[src/rtl/qlearn_pkg.sv]
// Shared types and constants for the Q-learning update datapath.
package qlearn_pkg;

    localparam int Q_W     = 16;
    localparam int STATE_W = 5;
    localparam int ACT_W   = 2;
    localparam int ADDR_W  = STATE_W + ACT_W;
    localparam int ITER_W  = 12;
    localparam int STEP_W  = 4;

    localparam logic [STATE_W-1:0] TERMINAL    = 5'd25;
    localparam logic [STATE_W-1:0] START_STATE = 5'd0;
    localparam logic [STEP_W-1:0]  MAX_STEPS   = 4'd15;
    localparam logic [STEP_W-1:0]  LAST_STEP   = MAX_STEPS - 4'd1;

    // Step sequencer states
    typedef enum logic [2:0] {
        IDLE,
        ACT,
        RD_Q,
        RD_MAX,
        ALU,
        WR,
        ADV,
        DONE
    } seq_state_t;

    // Q-table address is the state index concatenated with the action index
    function automatic logic [ADDR_W-1:0] pack_addr(input logic [STATE_W-1:0] state,
                                                    input logic [ACT_W-1:0]   action);
        return {state, action};
    endfunction

endpackage

[src/rtl/max_q_tracker.sv]
// Signed running-maximum register. Strictly-greater update keeps the
// earliest (lowest action index) value on ties.
module max_q_tracker
    import qlearn_pkg::*;
#(
    parameter int W = Q_W
) (
    input  logic         clk,
    input  logic         rst,
    input  logic         clear,
    input  logic         load,
    input  logic         update,
    input  logic [W-1:0] din,
    output logic [W-1:0] max_val
);

    // Clear has priority, load seeds the max, update keeps the larger signed value
    always_ff @(posedge clk or negedge rst) begin
        if (!rst) begin
            max_val <= '0;
        end else if (clear) begin
            max_val <= '0;
        end else if (load) begin
            max_val <= din;
        end else if (update && ($signed(din) > $signed(max_val))) begin
            max_val <= din;
        end
    end

endmodule

[src/rtl/q_update_sequencer.sv]
// Step-level controller: action fetch, Q(s,a) and max Q(s',.) reads,
// update-ALU trigger and write-back, plus step/episode bookkeeping.
module q_update_sequencer
    import qlearn_pkg::*;
(
    input  logic                clk,
    input  logic                rst,
    input  logic                start,
    input  logic [ITER_W-1:0]   total_iteration_in,
    output logic                act_req,
    input  logic                act_valid,
    input  logic [ACT_W-1:0]    action_in,
    input  logic [STATE_W-1:0]  next_state_in,
    output logic                q_rd_en,
    output logic [ADDR_W-1:0]   q_rd_addr,
    input  logic [Q_W-1:0]      q_rd_data,
    output logic [Q_W-1:0]      q_sa,
    output logic [Q_W-1:0]      max_q,
    output logic                alu_start,
    input  logic                alu_done,
    output logic                q_wr_en,
    output logic [ADDR_W-1:0]   q_wr_addr,
    output logic [STATE_W-1:0]  cur_state,
    output logic [ACT_W-1:0]    cur_action,
    output logic [STEP_W-1:0]   step,
    output logic [ITER_W-1:0]   iteration,
    output logic                busy,
    output logic                done
);

    seq_state_t          fsm_state;
    seq_state_t          fsm_next;
    logic [ITER_W-1:0]   total;
    logic [STATE_W-1:0]  env_next;
    logic [2:0]          rd_cnt;
    logic                alu_fired;
    logic                trk_clear;
    logic                trk_load;
    logic                trk_update;
    logic                next_is_term;
    logic                episode_end;
    logic [ITER_W-1:0]   iteration_inc;

    assign next_is_term  = (env_next == TERMINAL);
    assign episode_end   = next_is_term || (step == LAST_STEP);
    assign iteration_inc = iteration + ITER_W'(1);
    assign q_wr_addr     = pack_addr(cur_state, cur_action);
    assign busy          = (fsm_state != IDLE) && (fsm_state != DONE);
    assign done          = (fsm_state == DONE);

    // State register
    always_ff @(posedge clk or negedge rst) begin
        if (!rst) begin
            fsm_state <= IDLE;
        end else begin
            fsm_state <= fsm_next;
        end
    end

    // Next-state decode and per-state strobes
    always_comb begin
        fsm_next   = fsm_state;
        act_req    = 1'b0;
        q_rd_en    = 1'b0;
        q_rd_addr  = '0;
        alu_start  = 1'b0;
        q_wr_en    = 1'b0;
        trk_clear  = 1'b0;
        trk_load   = 1'b0;
        trk_update = 1'b0;
        case (fsm_state)
            IDLE, DONE: begin
                if (start) begin
                    fsm_next = (total_iteration_in == '0) ? DONE : ACT;
                end
            end
            ACT: begin
                act_req = 1'b1;
                if (act_valid) begin
                    fsm_next = RD_Q;
                end
            end
            RD_Q: begin
                q_rd_en   = 1'b1;
                q_rd_addr = pack_addr(cur_state, cur_action);
                fsm_next  = RD_MAX;
            end
            RD_MAX: begin
                if (next_is_term) begin
                    trk_clear = 1'b1;
                    fsm_next  = ALU;
                end else begin
                    if (rd_cnt < 3'd4) begin
                        q_rd_en   = 1'b1;
                        q_rd_addr = pack_addr(env_next, rd_cnt[1:0]);
                    end
                    trk_load   = (rd_cnt == 3'd1);
                    trk_update = (rd_cnt >= 3'd2);
                    if (rd_cnt == 3'd4) begin
                        fsm_next = ALU;
                    end
                end
            end
            ALU: begin
                alu_start = !alu_fired;
                if (alu_done) begin
                    fsm_next = WR;
                end
            end
            WR: begin
                q_wr_en  = 1'b1;
                fsm_next = ADV;
            end
            ADV: begin
                if (episode_end && (iteration_inc == total)) begin
                    fsm_next = DONE;
                end else begin
                    fsm_next = ACT;
                end
            end
            default: begin
                fsm_next = IDLE;
            end
        endcase
    end

    // Step datapath: run setup, action latch, read capture and step/episode counters
    always_ff @(posedge clk or negedge rst) begin
        if (!rst) begin
            total      <= '0;
            cur_state  <= '0;
            cur_action <= '0;
            env_next   <= '0;
            step       <= '0;
            iteration  <= '0;
            rd_cnt     <= '0;
            q_sa       <= '0;
            alu_fired  <= 1'b0;
        end else begin
            alu_fired <= (fsm_state == ALU);
            case (fsm_state)
                IDLE, DONE: begin
                    if (start) begin
                        total     <= total_iteration_in;
                        cur_state <= START_STATE;
                        step      <= '0;
                        iteration <= '0;
                    end
                end
                ACT: begin
                    if (act_valid) begin
                        cur_action <= action_in;
                        env_next   <= next_state_in;
                    end
                end
                RD_Q: begin
                    rd_cnt <= '0;
                end
                RD_MAX: begin
                    if (rd_cnt == 3'd0) begin
                        q_sa <= q_rd_data;
                    end
                    rd_cnt <= rd_cnt + 3'd1;
                end
                ADV: begin
                    if (episode_end) begin
                        iteration <= iteration_inc;
                        step      <= '0;
                        cur_state <= START_STATE;
                    end else begin
                        step      <= step + 4'd1;
                        cur_state <= env_next;
                    end
                end
                default: begin
                end
            endcase
        end
    end

    max_q_tracker #(.W(Q_W)) u_max_tracker (
        .clk     (clk),
        .rst     (rst),
        .clear   (trk_clear),
        .load    (trk_load),
        .update  (trk_update),
        .din     (q_rd_data),
        .max_val (max_q)
    );

endmodule

[config.mk]
export PLATFORM = sky130hd
export DESIGN_NAME = q_update_sequencer
export DESIGN_NICKNAME = d
export VERILOG_FILES = /design/src/rtl/qlearn_pkg.sv /design/src/rtl/max_q_tracker.sv /design/src/rtl/q_update_sequencer.sv
export SDC_FILE = /design/constraint.sdc
export NUM_CORES = 1
export LEC_CHECK = 0
export ABC_AREA = 1
export CORE_MARGIN = 2
export CORE_UTILIZATION = 44
export DETAILED_ROUTE_END_ITERATION = 12
export PLACE_DENSITY = 0.76
export SLEW_MARGIN = 25
export SYNTH_ARGS = -nofsm -noshare
export SYNTH_HDL_FRONTEND = slang
export SYNTH_SLANG_ARGS = --single-unit
[constraint.sdc]
create_clock -name clk -period 1.8 [get_ports clk]
set_input_delay 0.18 -clock clk [delete_from_list [all_inputs] [get_ports clk]]
set_output_delay 0.18 -clock clk [all_outputs]
set_load 0.005 [all_outputs]
==> impl.org, run 1 <==
** Routing
- Initial DRT Pass Iterations :: 4
- Mean routed wirelength per cell :: 14.4 µm
- Overall routed net length :: 12100 µm
- After detailed routing, the number of vias per cell comes to 5.01.
- For this run, design rule violations remaining after detail routing come to 0.
- Iteration-0 DRC Markers :: 90
- Detailed routing inserted a total of 4212 vias.
- Post-detailed-route count of antenna-violating nets :: 0

** Yosys
- The average instance in the mapped netlist occupies 8.26 µm².
- Yosys mapped a number of flops with a built-in enable equal to 0.
- Mapped Cells :: 532
- By area the synthesized netlist is led by dfrtp_1 (45%), nand2_1 (11%), inv_1 (6.9%).
- For this run, the number of Yosys warnings is 0.
- Leading area contributor after synthesis :: dfrtp_1
- Async set-reset flop share out of synthesis :: 1.00
- Seq cells post-synth :: 79
- Post-synthesis instance area :: 4390 µm²
- Number of distinct library cells after synthesis :: 35
- Synthesized net count :: 594
- Post-synth top area share :: 0.450
- Proportion of synthesized chip area in sequential cells :: 0.450
- Among all flip-flop cells after synthesis, the most frequent one is dfrtp_1.

** Power
- Pwr/cell area :: 1530 nW/µm²
- Of the total power, the share spent switching nets is 0.371.
- Clock power frac :: 0.162
- After layout, the design draws a total of 10.0 mW.
- IR analysis of the VDD net gives a maximum drop of 0.855 mV.
- Logic gate share of total power :: 0.540
- Cell internal pwr :: 6.29 mW
- The analysis attributes to cell leakage a power of 3.14 nW.
- Switching power total :: 3.72 mW
- Flop pwr share :: 0.298

** Worst setup path
- Together, buffers and inverters on the worst path number 4.
- Kind of critical path :: flip-flop to flip-flop
- Of all nets on the critical path, the largest fanout is 5.
- Kind of cell adding the most delay to the critical path :: simple AND/OR/NAND/NOR gates
- The signal on the critical path passes through inv_1, ha_1, nand2_1, inv_1, nand4_1, nor2_2, buf_4, a211oi_4, nand3_4, clkbuf_16, nand3_2, nand2_1.
- The worst setup path is launched from a flip-flop.
- Slowest cell on the critical path :: dfrtp_1
- For the worst setup path, the data arrival time is 2260 ps.
- In this design, the stage delay of the slowest critical-path cell is 370 ps.
- Reg2Reg Depth :: 12
- Total stage count of the critical path :: 12
- STA classifies the critical path endpoint as a flip-flop.
- Worst path required time :: 2040 ps

** Global routing
- Sum of overflow across all layers after global routing :: 0
- Pin count of the biggest net entering global routing :: 45
- Global router's overall resource usage :: 0.223
- First-pass GRT wire length :: 19800 µm
- The via count of the first global-routing pass was 4348.
- The initial antenna violation count is 0.

** Place
- Post-Place Worst Slack :: -407 ps
- During placement, the flow inserted port buffers numbering 114.
- In this run, placement finished with an instance count of 815.
- Placed inst area :: 6010 µm²
- After legalization and detailed placement, the total HPWL measured 8890 µm.
- At the end of routability-driven placement, the weighted congestion stood at 0.875.

** Clock tree
- Clock buffers created by TritonCTS :: 9
- The clock drives 79 sinks.
- After clock tree synthesis, the clock-pin slew on the worst setup and hold paths is 90 ps.
- CTS placed an instance of clkbuf_8 at the clock tree root.
- # H-tree levels :: 3
- Worst-skew pair later-pin latency :: 360 ps
- Clock tree from TritonCTS :: built
- Maximum buffer depth of the clock tree :: 2

** Floorplan
- The floorplan step defined a die boundary enclosing 10800 µm².
- DIE HEIGHT :: 104 µm
- In this run the horizontal extent of the chip is 104 µm.
- For this design the top-level I/O count stands at 115.
- Initial standard-cell utilization of the core :: 0.452
- The floorplan has 36 rows.
- The floorplan step defined a core boundary enclosing 9730 µm².

** Outcome
- The flow ran to the end, but the final reports show violations.
- Violated checks :: negative setup slack

** Timing
- Final count of negative-setup-slack endpoints :: 18
- Timing would allow up to 494 MHz.
- Post-route worst setup slack :: -223 ps
- Max-Slew Margin vs Limit :: 0.417
- Actual transition at the worst max-transition pin :: 874 ps
- Number of endpoints with negative hold slack in the final report :: 0
- Post-route minimum period :: 2020 ps
- Period Utilization, post-route :: 1.12
- Setup repair after global routing could not meet its margin everywhere.
- The final max-slew violation count is 0.
- On the final layout, the worst clock skew is 16.5 ps.

** Job
- Across the run, the number of max-cap violations was 0.

** Finish
- After the flow finishes, the layout carries non-filler instances totaling 841.
- The library cell used most frequently in the layout, excluding fill and tap cells, is nand2_1.
- Summing all multi-input logic gate instances after layout gives 2210 µm².
- Of the cells placed in the final design, the portion with a size suffix greater than 1 is 0.232.
- Number of filler instances in the final layout :: 766
- After routing the design area is 6540 µm².
- Diode count :: 0
- Area Growth Syn to Fin :: 48.9%
- Commonest non-fill, non-tap cells in the layout :: nand2_1 (128), clkdlybuf4s50_1 (100), dfrtp_1 (77), inv_1 (76), buf_4 (53)
- Summing all flip-flop and latch instances after layout gives 1980 µm².
- The final layout contains 765 nets.

** Hold path
- The path class of the tightest hold or removal check is input pin to asynchronous set/reset pin.
[worst reg2reg max path: cells and delay by family, from the launching register on]
family | cells | cell delay [ps]
compound gates | 1 | 220
fa+ha+maj | 1 | 270
buf+inv | 4 | 470
flops | 1 | 370
simple gates | 6 | 580
[cells by family after synthesis]
logic type	Yosys count	share of synthesized area
flip-flops	79	0.450
multiplexers	17	0.0436
AND/OR/NAND/NOR	243	0.247
buffers and inverters	100	0.0977
adder cells (fa/ha/maj)	22	0.0627
XOR/XNOR	4	0.00798
AO/OA/AOI/OAI	67	0.0914
[worst paths after layout]
check / start / to / slack, ps
setup / recovery: u_max_tracker.max_val[14] / u_max_tracker.max_val[7] / -220
min in group clk: q_rd_data[0] / u_max_tracker.max_val[0] / 410
hold / removal: rst / step[2] / 310
hold reg to reg: total[6] / total[6] / 500
max in group asynchronous: rst / env_next[1] / 860
setup reg to reg: u_max_tracker.max_val[14] / u_max_tracker.max_val[7] / -220
[sequential cells by signal, indices dropped and copies added, names as in the netlist]
name                   flops
q_sa                      16
u_max_tracker.max_val     16
iteration                 12
total                     12
cur_state                  5
env_next                   5
step                       4
fsm_state                  3
rd_cnt                     3
cur_action                 2
alu_fired                  1
[cell usage after synthesis (3+ instances only)]
cell type,n
mux2_2,17
inv_2,4
nor2_1,41
nand4_1,10
ha_1,22
buf_4,8
inv_1,81
clkbuf_1,3
nand2_4,3
a21oi_1,12
dfrtp_1,79
nand3_1,40
buf_6,3
o22ai_1,18
o21ai_0,26
nand2_2,3
nand3b_1,7
nand2_1,133
[metal layers]
layer,wire length (µm),up-vias,global-route usage
li1,-,2066,-
met1,4780,2021,0.257
met2,6490,102,0.406
met3,575,23,0.0564
met4,242,0,0.0705
met5,0,-,0
[timing repair]
| item | 4_1_cts | 5_1_grt |
|---|---|---|
| endpoints found under the hold margin | 35 | 0 |
| buffers inserted | 6 | 2 |
| endpoints found under the setup margin | 31 | 32 |
| hold buffers | 1 | 0 |
| cloned | 0 | 1 |
| resized for setup | 59 | 37 |
| pin swaps | 6 | 24 |
[per-stage QoR]
step	utilization	hold slack (ps)	TNS, ps
6_report	0.672	314	-3090
2_1_floorplan	-	-116	-520
5_1_grt	0.672	388	-5930
3_5_place_dp	0.618	180	-6360
4_1_cts	0.653	338	-2080
3_3_place_gp	0.618	180	-5340
[power groups by stage]
stage          Combinational, mW  Sequential (mW)  Clock, mW
2_1_floorplan               2.46             3.00          0
3_3_place_gp                4.89             2.95          0
3_5_place_dp                5.05             2.97          0
4_1_cts                     5.16             2.96       1.64
5_1_grt                     5.94             3.06       1.71
6_report                    5.40             2.98       1.62
[cell type report]
class,instances,share of cell area
multi-input combinational,353,0.337
sequential,79,0.303
timing repair buffer,175,0.249
inverter,85,0.0492
tap,133,0.0254
clock buffer,13,0.0228
clock inverter,3,0.0138
(Power assumes the default switching activity.)
==> run 2, diff against run 1 <==
--- a/config.mk
+++ b/config.mk
@@ -8,6 +8,7 @@
 export ABC_AREA = 1
 export CORE_MARGIN = 2
 export CORE_UTILIZATION = 44
+export CTS_CLUSTER_DIAMETER = 50
 export DETAILED_ROUTE_END_ITERATION = 12
 export PLACE_DENSITY = 0.76
 export SLEW_MARGIN = 25
==> results of run 2 <==
Final layout, timing and power as in run 1 (identical DEF).
==> run 3, diff against run 2 <==
--- a/config.mk
+++ b/config.mk
@@ -7,11 +7,11 @@
 export LEC_CHECK = 0
 export ABC_AREA = 1
 export CORE_MARGIN = 2
-export CORE_UTILIZATION = 44
+export CORE_UTILIZATION = 50
 export CTS_CLUSTER_DIAMETER = 50
 export DETAILED_ROUTE_END_ITERATION = 12
-export PLACE_DENSITY = 0.76
-export SLEW_MARGIN = 25
+export PLACE_DENSITY = 0.82
+export SLEW_MARGIN = 10
 export SYNTH_ARGS = -nofsm -noshare
 export SYNTH_HDL_FRONTEND = slang
 export SYNTH_SLANG_ARGS = --single-unit
==> constraint.sdc (replaced) <==
create_clock -name clk -period 2.4 [get_ports clk]
set_input_delay 0.24 -clock clk [delete_from_list [all_inputs] [get_ports clk]]
set_output_delay 0.24 -clock clk [all_outputs]
set_load 0.005 [all_outputs]
==> impl.org, run 3 (synthesis gave the netlist of run 1 again) <==
** Finish
- Commonest non-fill, non-tap cells in the layout :: nand2_1 (133), clkdlybuf4s50_1 (113), inv_1 (79), dfrtp_1 (77)
- Top flop regs :: q_sa (16), u_max_tracker.max_val (16)
- Final net count :: 710 (-7.2%)
- The ratio of cells with drive above 1 in the final layout came to 0.0936 (-0.138).
- Diode count :: 0 (unchanged)
- Leaving out fill and tap cells, the most frequent cell in the layout is nand2_1.
- Area Growth Syn to Fin :: 32.2%

** Clock tree
- # H-tree levels :: 3 (unchanged)
- Clock tree from TritonCTS :: built
- Clock buffers created by TritonCTS :: 9 (unchanged)
- The clock sink count came to 79 (unchanged).
- The later-pin clock latency in the skew report is 360 ps (about the same).
- The clock-pin slew of the registers on the worst-case setup and hold paths came to 80 ps (about the same).
- The tree is rooted in a clkbuf_8.
- The buffer depth of the longest clock path came to 2 (unchanged).

** Worst setup path
- Worst-path maximum fanout :: 8 (+3)
- Startpoint of the worst-slack reg-to-reg timing path :: u_max_tracker.max_val[15]
- CP Capture Type :: primary output
- Total stage count of the critical path :: 7 (-5)
- Kind of critical path :: flip-flop to primary output
- Crit path capture :: q_rd_addr[1]
- The arrival time reported for the critical path endpoint came to 2060 ps (-200 ps).
- Dominant cell type by count on the critical path :: nand2_2
- Reg2Reg Depth :: 12 (unchanged)
- Critical Path Start :: fsm_state[0]
- The data required time at the worst endpoint was 2160 ps (+120 ps).
- On the critical path the largest part of the delay comes from buffers and inverters.
- Critical-path cell list :: nand2_2, nor2_4, nand2_2, nor2_2, inv_2, o21ai_0, clkdlybuf4s50_1
- Slowest cell on the critical path :: clkdlybuf4s50_1
- The endpoint identified for the worst register-to-register timing path is u_max_tracker.max_val[0].
- The register-to-register setup slack is 220 ps (+440 ps).
- The critical path's largest stage delay came to 550 ps (+180 ps).
- The worst setup path is launched from a flip-flop.
- Sum of buffers and inverters on the critical path :: 2 (-2)

** Power
- Pwr/cell area :: 1130 nW/µm² (-26%)
- Logic gate share of total power :: 0.506 (-0.034)
- Clock power frac :: 0.145 (-0.017)
- Cell internal pwr :: 4.05 mW (-36%)
- The leakage dissipation came to 2.75 nW (-13%).
- Switching power total :: 2.51 mW (-32%)
- Largest voltage drop on the vdd net :: 0.625 mV (-27%)
- Flop pwr share :: 0.349 (+0.051)
- Sw frac :: 0.383 (+0.0113)

** Timing
- The routed design could run at a clock period as short as 2300 ps.
- Summed negative setup slack over all endpoints :: 0 ps (+3090 ps)
- The number of endpoints with negative hold slack in the final report came to 0 (unchanged).
- The final worst setup slack is 101 ps (+324 ps).
- Final count of negative-setup-slack endpoints :: 0 (-18)
- Max-slew violation total from the final report :: 0 (unchanged)
- The relative max-transition margin came to 0.622 (+0.205).
- Max Clk Rate :: 435 MHz
- The actual transition at the worst max-transition pin was 566 ps (-308 ps).
- Of the available clock period, the critical path in the final layout requires 0.958.
- Setup repair after global routing could not meet its margin everywhere.
- Worst-case clock skew :: 8.18 ps (-8.29 ps)

** Floorplan
- Core footprint :: 8640 µm² (-11%)
- The vertical extent of the die was 97.7 µm (-6.0%).
- Number of I/O pins :: 115 (unchanged)
- Cell row count :: 34 (-5.6%)
- The overall die area came to 9550 µm² (-12%).
- The effective utilization at floorplan was 0.509 (+0.0572).
- Horizontal die dimension :: 97.7 µm (-6.0%)

** Global routing
- The first-pass GRT wire length came to 18200 µm (-8.3%).
- The pin count of the biggest net entering global routing is 80 (+78%).
- The met3 usage in global routing is 0.0551 (-0.00127).
- Sum of overflow across all layers after global routing :: 0 (unchanged)
- Global Route met1 Usage :: 0.276 (+0.0197)
- Initial antenna violation count :: 0 (unchanged)
- Met2 global-route usage :: 0.416 (+0.00996)
- Global router's overall resource usage :: 0.234 (+0.0102)
- Layer with the highest usage :: met2
- Vias in the first global route :: 3925 (-9.7%)

** Place
- The final weighted congestion of routability-driven global placement is 0.849 (-2.9%).
- The post-placement worst setup slack came to -76.5 ps (+330 ps).
- # port buffers :: 114 (unchanged)
- Post-detailed-placement half-perimeter wirelength :: 8380 µm (-5.8%)

** Routing
- The average wire per standard cell was 14.5 µm (+1.1%).
- Iteration-0 DRC Markers :: 168 (+87%)
- Post-detailed-route count of antenna-violating nets :: 0 (unchanged)
- Overall routed net length :: 11000 µm (-8.6%)
- The via count was 4012 (-4.7%).
- DRC violations left :: 0 (unchanged)
- Detail-routed via count per cell :: 5.28 (+5.4%)
- The count of TritonRoute iterations in the first routing pass is 4 (unchanged).

** Hold path
- The worst hold path belongs to the class input pin to asynchronous set/reset pin.

** Job
- The max capacitance violation total is 0 (unchanged).

** Outcome
- Run status :: finished clean
## run 3: what timing repair did
item	in CTS	in global routing
hold buffers	1	0
pin swaps	1	1
hold endpoints to repair	79	0
setup endpoints to repair	7	8
resized for setup	3	4
setup buffers	1	1
## run 3: cell type report
type	count	area, µm²
inverters	85	319
clock inverters	4	47.5
repair buffers	120	1200
flip-flops and latches	79	1980
clock buffers	11	131
multi-input cells	353	2000
well taps	108	135
fillers	723	2830
## run 3: worst min-delay path: stages
cell	delay, ps
dlygate4sd3_1	520
buf_4	110
buf_12	350
## run 3: metrics by stage
step	hold slack, ps	power, mW	cells	utilization	instance area, µm²
global route	484	7.07	760	0.673	5810
CTS	463	6.56	759	0.671	5790
global placement	293	5.42	742	0.647	5590
detailed placement	300	5.58	742	0.647	5590
floorplan	-55.6	4.09	532	-	4390
finish	443	6.56	760	0.673	5810
## run 3: metal layers
metal	vias to the layer above	wire length, µm
met3	16	717
met1	1931	4430
met5	-	0
met2	117	5720
li1	1948	-
met4	0	174
## run 3: worst min path at each step
stage	end	slack (ps)	cells after the start
after floorplan	alu_fired	-60	0
after global placement	step[3]	290	2
after detailed placement	step[3]	300	2
after CTS	step[3]	460	3
after global routing	step[2]	480	3
final	step[2]	440	3
## run 3: power by group through the flow
stage	sequential (mW)	combinational, mW	clock, mW
finish	2.29	3.32	0.952
detailed placement	2.29	3.29	0
global placement	2.27	3.14	0
floorplan	2.25	1.84	0
CTS	2.27	3.33	0.962
global route	2.36	3.69	1.02
==> RTL change (settings of run 3) <==
The 8 states of `seq_state_t` get a one-hot encoding in 8 bits.
--- a/src/rtl/qlearn_pkg.sv
+++ b/src/rtl/qlearn_pkg.sv
@@ -16,11 +16,11 @@
     // Step sequencer states
-    typedef enum logic [2:0] {
-        IDLE,
-        ACT,
-        RD_Q,
-        RD_MAX,
-        ALU,
-        WR,
-        ADV,
-        DONE
+    typedef enum logic [7:0] {
+        IDLE   = 8'b00000001,
+        ACT    = 8'b00000010,
+        RD_Q   = 8'b00000100,
+        RD_MAX = 8'b00001000,
+        ALU    = 8'b00010000,
+        WR     = 8'b00100000,
+        ADV    = 8'b01000000,
+        DONE   = 8'b10000000
     } seq_state_t;
Behaviour: no difference found for any inputs over 10 cycles, from zero or initial values and one cycle with rst low; not proved beyond that.
==> RTL change against run 3 <==
Die area grew 6.4%. Wire length grew 11%. Synthesized cell count grew 11%. Worst hold slack lost 0.061 ns. Total power shrank 17%. Design area grew 8.7%. Sequential cell count grew 5. Area after synthesis grew 6.7%. Worst setup slack lost 0.060 ns. Non-clock buffer count grew 20.
==> RTL change: results <==
grt:
  met1_usage: 0.327
  met3_usage: 0.0305
  grt_max_degree: 39
  grt_pass1_vias: 4234
  gr-usage-met2: 0.407
  grt_pass1_wl_mm: 19.6
  grt_use_total: 0.243
finish:
  buffers_excl_clock: 140
  seq_share: 0.333
  clk_share: 0.0367
  num-nonclk-inverters: 94
  nClkBuffers: 10
  buf_share: 0.210
  nNetsFinal: 786
  fill_cells: 698
  synthToLayoutAreaGrowth_pct: 34.7
  drive_above_1_share: 0.110
  antenna_cells: 0
  multi_input_area_share: 0.342
  comb.multi_input.count: 395
routing:
  wl_met1_mm: 5.28
  wl_met2_mm: 6.00
  drt-initial-drc-count: 240
  dr.pass1.iters: 6
  top_layer: "met4"
  vias: 4442
  routed_wl_mm: 12.2
  routed_via_density: 5.29
  wl_met3_um: 672
critical_path:
  r2r_cells: 9
  arrival_ns: 2.12
  startpoint: "fsm_state[3]$_DFFE_PN0P_"
  cp_top_family: "simple AND/OR/NAND/NOR gates"
  slowest_delay_ns: 0.51
  r2r_slack_ns: 0.16
  crit_fanout: 3
yosys:
  synth-seq-cells: 84
  synth_compound_area_frac: 0.0868
  synthXorXnorAreaFrac: 0.00881
  synthAdderAreaFrac: 0.0587
  postSynthAreaPerCell_um2: 7.94
  synth_mux_area_frac: 0.0288
  ys_seq_area_frac: 0.449
  synth.area.top_cells: "dfrtp_1 44%, nand2_1 13%, inv_1 7.3%, ha_1 5.9%, o21ai_0 4.3%"
  yosys-top-cells-count: "168 x nand2_1, 91 x inv_1, 83 x dfrtp_1, 40 x nor2_1, 40 x o21ai_0"
  ys_types: 37
pwr:
  ir_drop_v: 0.000462
  p_per_area_nw_per_um2: 863
  power_leakage_nw: 3.12
  swShare: 0.344
timing:
  whs_ns: 0.382
  finClkSkew_ns: 0.00800
  period_share: 0.983
  tightestPinTransition_ns: 0.517
placement:
  place_congestion: 0.869
  pre_cts_ws_ns: 0.00935
  placed_cells: 809
run_status:
  status: "finished clean"
[RTL change: repair_timing]
action / CTS / global route
endpoints found under the hold margin: 35 / 0
gates resized for setup: 10 / 8
pin swaps: 3 / 3
hold buffers: 1 / 0
gates cloned: 0 / 0
endpoints found under the setup margin: 8 / 8
buffers inserted: 8 / 6
[RTL change: cell families (layout without fill, tap and decap cells)]
group / Yosys count / count (layout)
AND/OR/NAND/NOR: 284 / 284
buffers and inverters: 111 / 250
flip-flops: 84 / 84
AO/OA/AOI/OAI: 74 / 74
adder cells (fa/ha/maj): 22 / 22
multiplexers: 12 / 12
XOR/XNOR: 3 / 3
[RTL change: power groups by stage]
| stage | Clock [mW] | Sequential, mW | Combinational [mW] |
|---|---|---|---|
| global placement | 0 | 2.16 | 1.98 |
| detailed placement | 0 | 2.19 | 2.05 |
| global route | 1.22 | 2.22 | 2.38 |
| CTS | 1.17 | 2.17 | 2.09 |
| finish | 1.15 | 2.18 | 2.12 |
| floorplan | 0 | 2.14 | 1.11 |
